==> src/rtl/instruction_fetch.sv <==
// RV32I fetch stage: PC, one-word imem read per instruction,
// registered instruction handed to decode over valid/ready.
module instruction_fetch #(
  parameter logic [31:0] RESET_PC = 32'h0000_0000
) (
  input  logic        clk,
  input  logic        rst,
  output logic        mem_req,
  output logic [31:0] mem_addr,
  input  logic        mem_valid,
  input  logic [31:0] mem_rdata,
  output logic        instr_valid,
  input  logic        instr_ready,
  output logic [31:0] instruction,
  output logic [31:0] pc,
  input  logic        redirect,
  input  logic [31:0] redirect_pc
);

  typedef enum logic [1:0] {
    IDLE,
    REQ,
    WAIT,
    HOLD
  } state_t;

  state_t      state;
  logic        discard;
  logic [31:0] tgt;

  assign tgt         = redirect_pc & ~32'h3;
  assign mem_addr    = pc;
  assign instr_valid = (state == HOLD) && !redirect;

  always_ff @(posedge clk or posedge rst) begin
    if (rst) begin
      state       <= IDLE;
      pc          <= RESET_PC & ~32'h3;
      instruction <= '0;
      discard     <= 1'b0;
      mem_req     <= 1'b0;
    end else begin
      mem_req <= 1'b0;
      unique case (state)
        IDLE: begin
          state   <= REQ;
          mem_req <= 1'b1;
          if (redirect) pc <= tgt;
        end
        REQ: begin
          state <= WAIT;
          if (redirect) begin
            pc      <= tgt;
            discard <= 1'b1;
          end
        end
        WAIT: begin
          if (mem_valid) begin
            // a redirect landing on the response cycle drops it too
            if (discard || redirect) begin
              discard <= 1'b0;
              state   <= REQ;
              mem_req <= 1'b1;
              if (redirect) pc <= tgt;
            end else begin
              instruction <= mem_rdata;
              state       <= HOLD;
            end
          end else if (redirect) begin
            pc      <= tgt;
            discard <= 1'b1;
          end
        end
        HOLD: begin
          if (redirect) begin
            pc      <= tgt;
            state   <= REQ;
            mem_req <= 1'b1;
          end else if (instr_ready) begin
            pc      <= pc + 32'd4;
            state   <= REQ;
            mem_req <= 1'b1;
          end
        end
        default: state <= IDLE;
      endcase
    end
  end

endmodule

==> config.mk <==
export PLATFORM = sky130hd
export DESIGN_NAME = instruction_fetch
export DESIGN_NICKNAME = d
export VERILOG_FILES = /design/src/rtl/instruction_fetch.sv
export SDC_FILE = /design/constraint.sdc
export NUM_CORES = 1
export LEC_CHECK = 0
export BUFFER_PORTS_ARGS = -buffer_cell sky130_fd_sc_hd__buf_2
export CAP_MARGIN = 20
export CORE_ASPECT_RATIO = 1.4
export CORE_MARGIN = 3
export CORE_UTILIZATION = 40
export CTS_CLUSTER_DIAMETER = 40
export DETAILED_ROUTE_END_ITERATION = 8
export PLACE_DENSITY = 0.81
export SLEW_MARGIN = 5
export SYNTH_ARGS = -nofsm -noshare
export SYNTH_HDL_FRONTEND = slang
export SYNTH_SLANG_ARGS = --single-unit
==> constraint.sdc <==
create_clock -name clk -period 2.03 [get_ports clk]
set_input_delay 0.203 -clock clk [delete_from_list [all_inputs] [get_ports clk]]
set_output_delay 0.203 -clock clk [all_outputs]
set_load 0.05 [all_outputs]
==> results.md, run 1 <==
* Status: finished, final reports clean
* Clock buffer depth at 2
* P&R area growth vs syn at 33.0%
* # IOs at 167
* Buffers & Inverters on Critical Path at 2
* Post-synthesis instance total at 360
* Initial Util at 41.4%
* Xor/xnor cell area share of the yosys netlist at 0.485%
* Pin count of the biggest net entering global routing at 67
* Most common cell in the netlist: dfrtp_1
* Period utilisation layout at 95.3%
* Count of pins over their slew limit at 0
* Yosys warnings at 0
* Area contributors post-synth: dfrtp_1 46%, mux2_2 10%, buf_4 7.3%
* Final instance area at 4800 sq um
* Remaining antenna violation count after routing at 0
* Flop2flop setup slack at 0.09 ns
* Worst EP required at 2.30 ns
* Layout cell share with drive strength beyond 1 at 49.3%
* Crit path time final at 1.94 ns
* Synth Cell Area at 3610 sq um
* Final Worst Setup Slack at 0.0945 ns
* WL final at 10200 microns
* Vias in the first global route at 3126
* Largest family of logic cells by synthesized area: compound AO/OA/AOI/OAI gates
* Post-synth top area cell: dfrtp_1
* Die Height at 118 microns
* Leakage power at 2.36 nW
* Clock root buffer: clkbuf_16
* Total track usage at 19.7%
* Diodes inserted at 0
* CTS tree: done
* Post-DR vias/cell at 5.41
* Delay-heaviest family, CP: simple AND/OR/NAND/NOR gates
* Crit-path slowest cell: dfrtp_1
* RePlAce Congestion at 0.839
* WL/cell at 16.5 microns
* H-tree levels at 3
* Unique masters post-synth at 53
* GRT overflow at 0
* Crit end category: flip-flop
* Post-Synth Adder-Cell Area at 1.73%
* Fillers at 763
* Syn Area/Cell at 10.0 sq um
* CP Cell Sequence: inv_1 -> ha_1 -> and2_1 -> a21oi_4 -> buf_4 -> nand4_1 -> nor4b_1 -> or3_1
* Flops & latches, synth at 66
* Port bufs at 160
* Clk sinks at 66
* Chip width at 86.3 microns
* Post-Synth Simple-Gate Area at 15.8%
* Post-synthesis mux area share at 9.99%
* Share of the synthesized area in the top cell type at 45.8%
* Cell Area, Placed at 4450 sq um
* Number of iterations in the first detailed-routing pass at 4
* Power, Total at 7.57 mW
* Worst vdd rail ir drop at 1220 uV
* Max cap viols at 0
* CP arrival at 2.21 ns
* Crit Path Category: reg2reg
* Skew final at 0.00543 ns
* Crit-path max FO at 9
* Place WS at 0.0192 ns
* Post-synth EDFFs at 0
* Row count at 40
* Seq/Total Area, Yosys at 45.8%
* Final Non-Filler Cells at 620
* Fin. Hold Viols at 0
* Clock transition at path regs at 0.05 ns
* Clk Latency, worst-skew pair at 0.33 ns
* Setup crit start kind: flip-flop
* Power Dens Cells at 1580 nW/um^2
* DRT iter0 DRCs at 178
* Final Setup Violations at 0
* Synth Flop Type: dfrtp_1
* Compound-Gate Fraction of Synth Area at 16.3%
* Via count at 3357
* First-pass GRT wire length at 15700 microns
* Remaining DRCs at 0
* Hold Crit Class: in2reg
* Layout Nets at 584
* Antenna violations before repair at 0
* Top cells by count, synth: 66 x dfrtp_1, 35 x buf_4, 32 x mux2_2
* Core region area at 8710 sq um
* Cells after DPL at 602
* Die area at 10200 sq um
* Peak Freq at 517 MHz
* Async set-reset flop share out of synthesis at 100%
* Dpl hpwl at 7750 microns
* CTS Buf Count at 9
* Max incr delay on CP at 0.42 ns
==> metrics by stage <==
step,hold slack (ns),util [%],setup TNS (ns)
finish,0.0862,55.1,0
global route,0.0962,55.1,-0.0177
CTS,0.0862,54.7,0
detailed placement,0.308,51.1,0
global placement,0.300,51.1,0
floorplan,0.324,-,0
==> layer usage <==
metal | vias to the layer above | global-route usage, % | routed length, microns | share of wire, %
met5 | - | 0 | 0 | 0
met4 | 0 | 7.70 | 163 | 1.6
met3 | 16 | 4.32 | 915 | 8.9
met2 | 162 | 34.2 | 5200 | 51
met1 | 1587 | 23.3 | 3940 | 39
li1 | 1592 | - | - | -
==> registers in the layout, indices dropped and copies added, names as in the netlist <==
signal / count
mem_addr: 30
mem_req: 1
discard: 1
instruction: 32
state: 2
==> final timing paths <==
kind / end / from / cells after the start
setup / recovery: mem_addr[31] / state[0] / 8
hold / removal: mem_addr[30] / redirect_pc[30] / 3
setup reg to reg: mem_addr[31] / state[0] / 8
hold reg to reg: instruction[4] / instruction[4] / 1
max in group asynchronous: mem_addr[8] / rst / 4
min in group asynchronous: mem_addr[26] / rst / 4
==> where the power goes <==
group / total (mW) / internal [mW] / switching (mW)
sequential: 2.17 / 1.79 / 0.379
combinational: 3.87 / 0.983 / 2.89
clock: 1.52 / 0.946 / 0.573
==> area by class of cell <==
class	count	area (sq um)	share of cell area, %
repair buffers	186	1030	21.4
flip-flops and latches	66	1660	34.6
inverters	8	32.5	0.678
clock buffers	9	225	4.69
well taps	105	131	2.74
clock inverters	7	68.8	1.43
multi-input cells	239	1650	34.5
==> placed cells by master, fill, tap and decap left out, types with 16 or more instances in the layout <==
| cell type | Yosys | routed |
|---|---|---|
| buf_2 | 4 | 159 |
| dfrtp_1 | 66 | 57 |
| mux2_2 | 32 | 32 |
| nand2_1 | 27 | 27 |
| nor2_1 | 24 | 23 |
| buf_4 | 35 | 23 |
| a21oi_1 | 21 | 20 |
| o21ai_0 | 17 | 17 |
| nand3_1 | 16 | 16 |
==> cells by family after synthesis <==
kind of cell | Yosys count
AND/OR/NAND/NOR | 107
AO/OA/AOI/OAI | 89
flip-flops | 66
buffers and inverters | 58
multiplexers | 32
adder cells (fa/ha/maj) | 5
XOR/XNOR | 2
other | 1
==> worst reg2reg max path: cells and delay by family, from the launching register on <==
| family | cells | cell delay [ns] |
|---|---|---|
| compound gates | 1 | 0.18 |
| fa+ha+maj | 1 | 0.25 |
| buf+inv | 2 | 0.26 |
| flops | 1 | 0.42 |
| simple gates | 4 | 0.75 |
==> what timing repair did <==
item / CTS / global route
pin swaps: 0 / 3
buffers inserted: 0 / 1
hold buffers: 1 / 0
endpoints found under the setup margin: 1 / 8
resized for setup: 1 / 8
endpoints found under the hold margin: 66 / 0
Note: power is estimated with default switching activity, not from simulation.
==> run 2: changes to the inputs <==
CELL_PAD_IN_SITES_DETAIL_PLACEMENT = 2   (was not set)
CELL_PAD_IN_SITES_GLOBAL_PLACEMENT = 2   (was not set)
CORE_UTILIZATION = 27   (was 40)
MAX_ROUTING_LAYER = met4   (was not set)
PLACE_DENSITY = 0.91   (was 0.81)
==> run 2 against run 1 <==
Clock-buffer cell count unchanged; first-iteration DRC count down 44%; combinational power increased by 5%; cell count is 13% higher; largest power group unchanged.
==> results.md, run 2 (synthesis results as in run 1) <==
* Status: finished, final reports clean
* Sequential share of power at 26.8%
* WL final at 13700 microns
* Diodes inserted at 0
* Remaining antenna violation count after routing at 0
* Layout Nets at 592
* P&R area growth vs syn at 39.5%
* Max cap viols at 0
* Final Setup Violations at 0
* RePlAce Congestion at 0.827
* Clock root buffer: clkbuf_16
* GRT overflow at 0
* Crit Path Category: reg2out
* Fin. Hold Viols at 0
* Clock transition at path regs at 0.06 ns
* Hold Crit Class: in2reg
* Clock buffer depth at 2
* Post-DR vias/cell at 5.06
* Psw at 3.99 mW
* Max reg flops at 32
* Port bufs at 160
* Core region area at 12900 sq um
* Via count at 3543
* DR top layer: met4
* Layout cell share with drive strength beyond 1 at 51.0%
* Peak Freq at 519 MHz
* Flop2flop setup slack at 0.12 ns
* Crit end category: output pin
* Skew final at 0.00608 ns
* # IOs at 167
* Pin count of the biggest net entering global routing at 67
* CTS tree: done
* CP arrival at 1.73 ns
* Power, Total at 8.15 mW
* Biggest register: instruction
* Antenna violations before repair at 0
* WL/cell at 19.6 microns
* Worst vdd rail ir drop at 443 uV
* Comb pwr share at 49.9%
* Cell-internal power at 4.16 mW
* Net Sw Frac at 48.9%
* Worst hold slack at 0.0836 ns
* Clk Latency, worst-skew pair at 0.34 ns
* Die area at 14800 sq um
* Clk pwr share at 23.3%
* Power Dens Cells at 1620 nW/um^2
* Chip width at 104 microns
* Count of pins over their slew limit at 0
* Row count at 49
* Remaining DRCs at 0
* Initial Util at 27.9%
* DRT iter0 DRCs at 100
* Crit-path max FO at 23
* First-pass GRT wire length at 21700 microns
* Leakage power at 2.44 nW
* Commonest non-fill, non-tap cell in the layout: buf_2
* Cell Area, Placed at 4580 sq um
* Dpl hpwl at 10200 microns
* Crit path time final at 1.93 ns
* Met1 WL at 5490 microns
* Vias in the first global route at 3908
* Setup TNS at 0 ns
* Final instance area at 5030 sq um
* Routed wl met3 at 701 microns
* Worst EP required at 1.83 ns
* Most frequent cells in the layout: 159 x buf_2, 57 x dfrtp_1, 32 x mux2_2
* Setup crit start kind: flip-flop
* Total track usage at 19.1%
* Period utilisation layout at 95.0%
* Number of iterations in the first detailed-routing pass at 4
* CTS Buf Count at 9
* Die Height at 143 microns
* Wire length on met2 at 7370 microns
* H-tree levels at 3
* Clk sinks at 66
==> run 2: cell count changes in the layout (fill, tap and decap cells not counted), moves of 2 or more <==
cell / previous run / this run
buf_4: 23 / 29
bufinv_16: 1 / 4
and3_1: 9 / 7
and3_2: 0 / 2
buf_12: 2 / 4
clkinvlp_4: 2 / 0
==> run 2: stage by stage <==
step	setup slack (ns)	util, %	cells
detailed placement	-0.0577	35.4	676
floorplan	0.0200	-	363
CTS	0.00325	38.4	694
global placement	0.114	35.4	676
finish	0.102	38.9	700
global route	-0.0162	38.9	700
==> run 2: area by class of cell <==
class                      instances  area, sq um
fill                            1442         7900
sequential                        66         1660
multi-input combinational        239         1650
timing repair buffer             194         1110
clock buffer                       9          225
tap                              178          223
clock inverter                     6          130
inverter                           8         32.5
==> run 2: repair_timing <==
action	CTS	global route
buffers inserted	2	6
resized for setup	3	8
pin swaps	1	3
hold buffers	1	0
setup endpoints to repair	7	44
hold endpoints to repair	66	0
==> run 2: path summary, 6_finish.rpt <==
path                                   end  cells after the start             from
hold reg to reg            instruction[18]                      1  instruction[18]
setup / recovery               instr_valid                      6         state[0]
min in group asynchronous  instruction[10]                      4              rst
max in group asynchronous      mem_addr[4]                      4              rst
hold / removal                mem_addr[29]                      3  redirect_pc[29]
setup reg to reg              mem_addr[15]                      6         state[0]
==> run 2: power by group through the flow <==
stage | Clock [mW] | Sequential (mW) | Combinational [mW]
2_1_floorplan | 0 | 3.72 | 1.50
3_3_place_gp | 0 | 2.14 | 3.87
3_5_place_dp | 0 | 2.22 | 3.99
4_1_cts | 1.94 | 2.20 | 4.03
5_1_grt | 1.99 | 2.26 | 4.26
6_report | 1.90 | 2.18 | 4.07
==> run 2: per-layer routing <==
layer | vias up | global-route usage, %
li1 | 1611 | -
met5 | - | -
met3 | 14 | 4.12
met1 | 1773 | 20.5
met2 | 145 | 35.3
met4 | 0 | 6.16
==> run 2: critical path, cell delays in order, from the launching register on <==
cell and delay [ns]:
dfrtp_1 0.38, buf_4 0.15, ha_1 0.25, nand2_2 0.17, inv_4 0.07, buf_12 0.16, buf_4 0.19
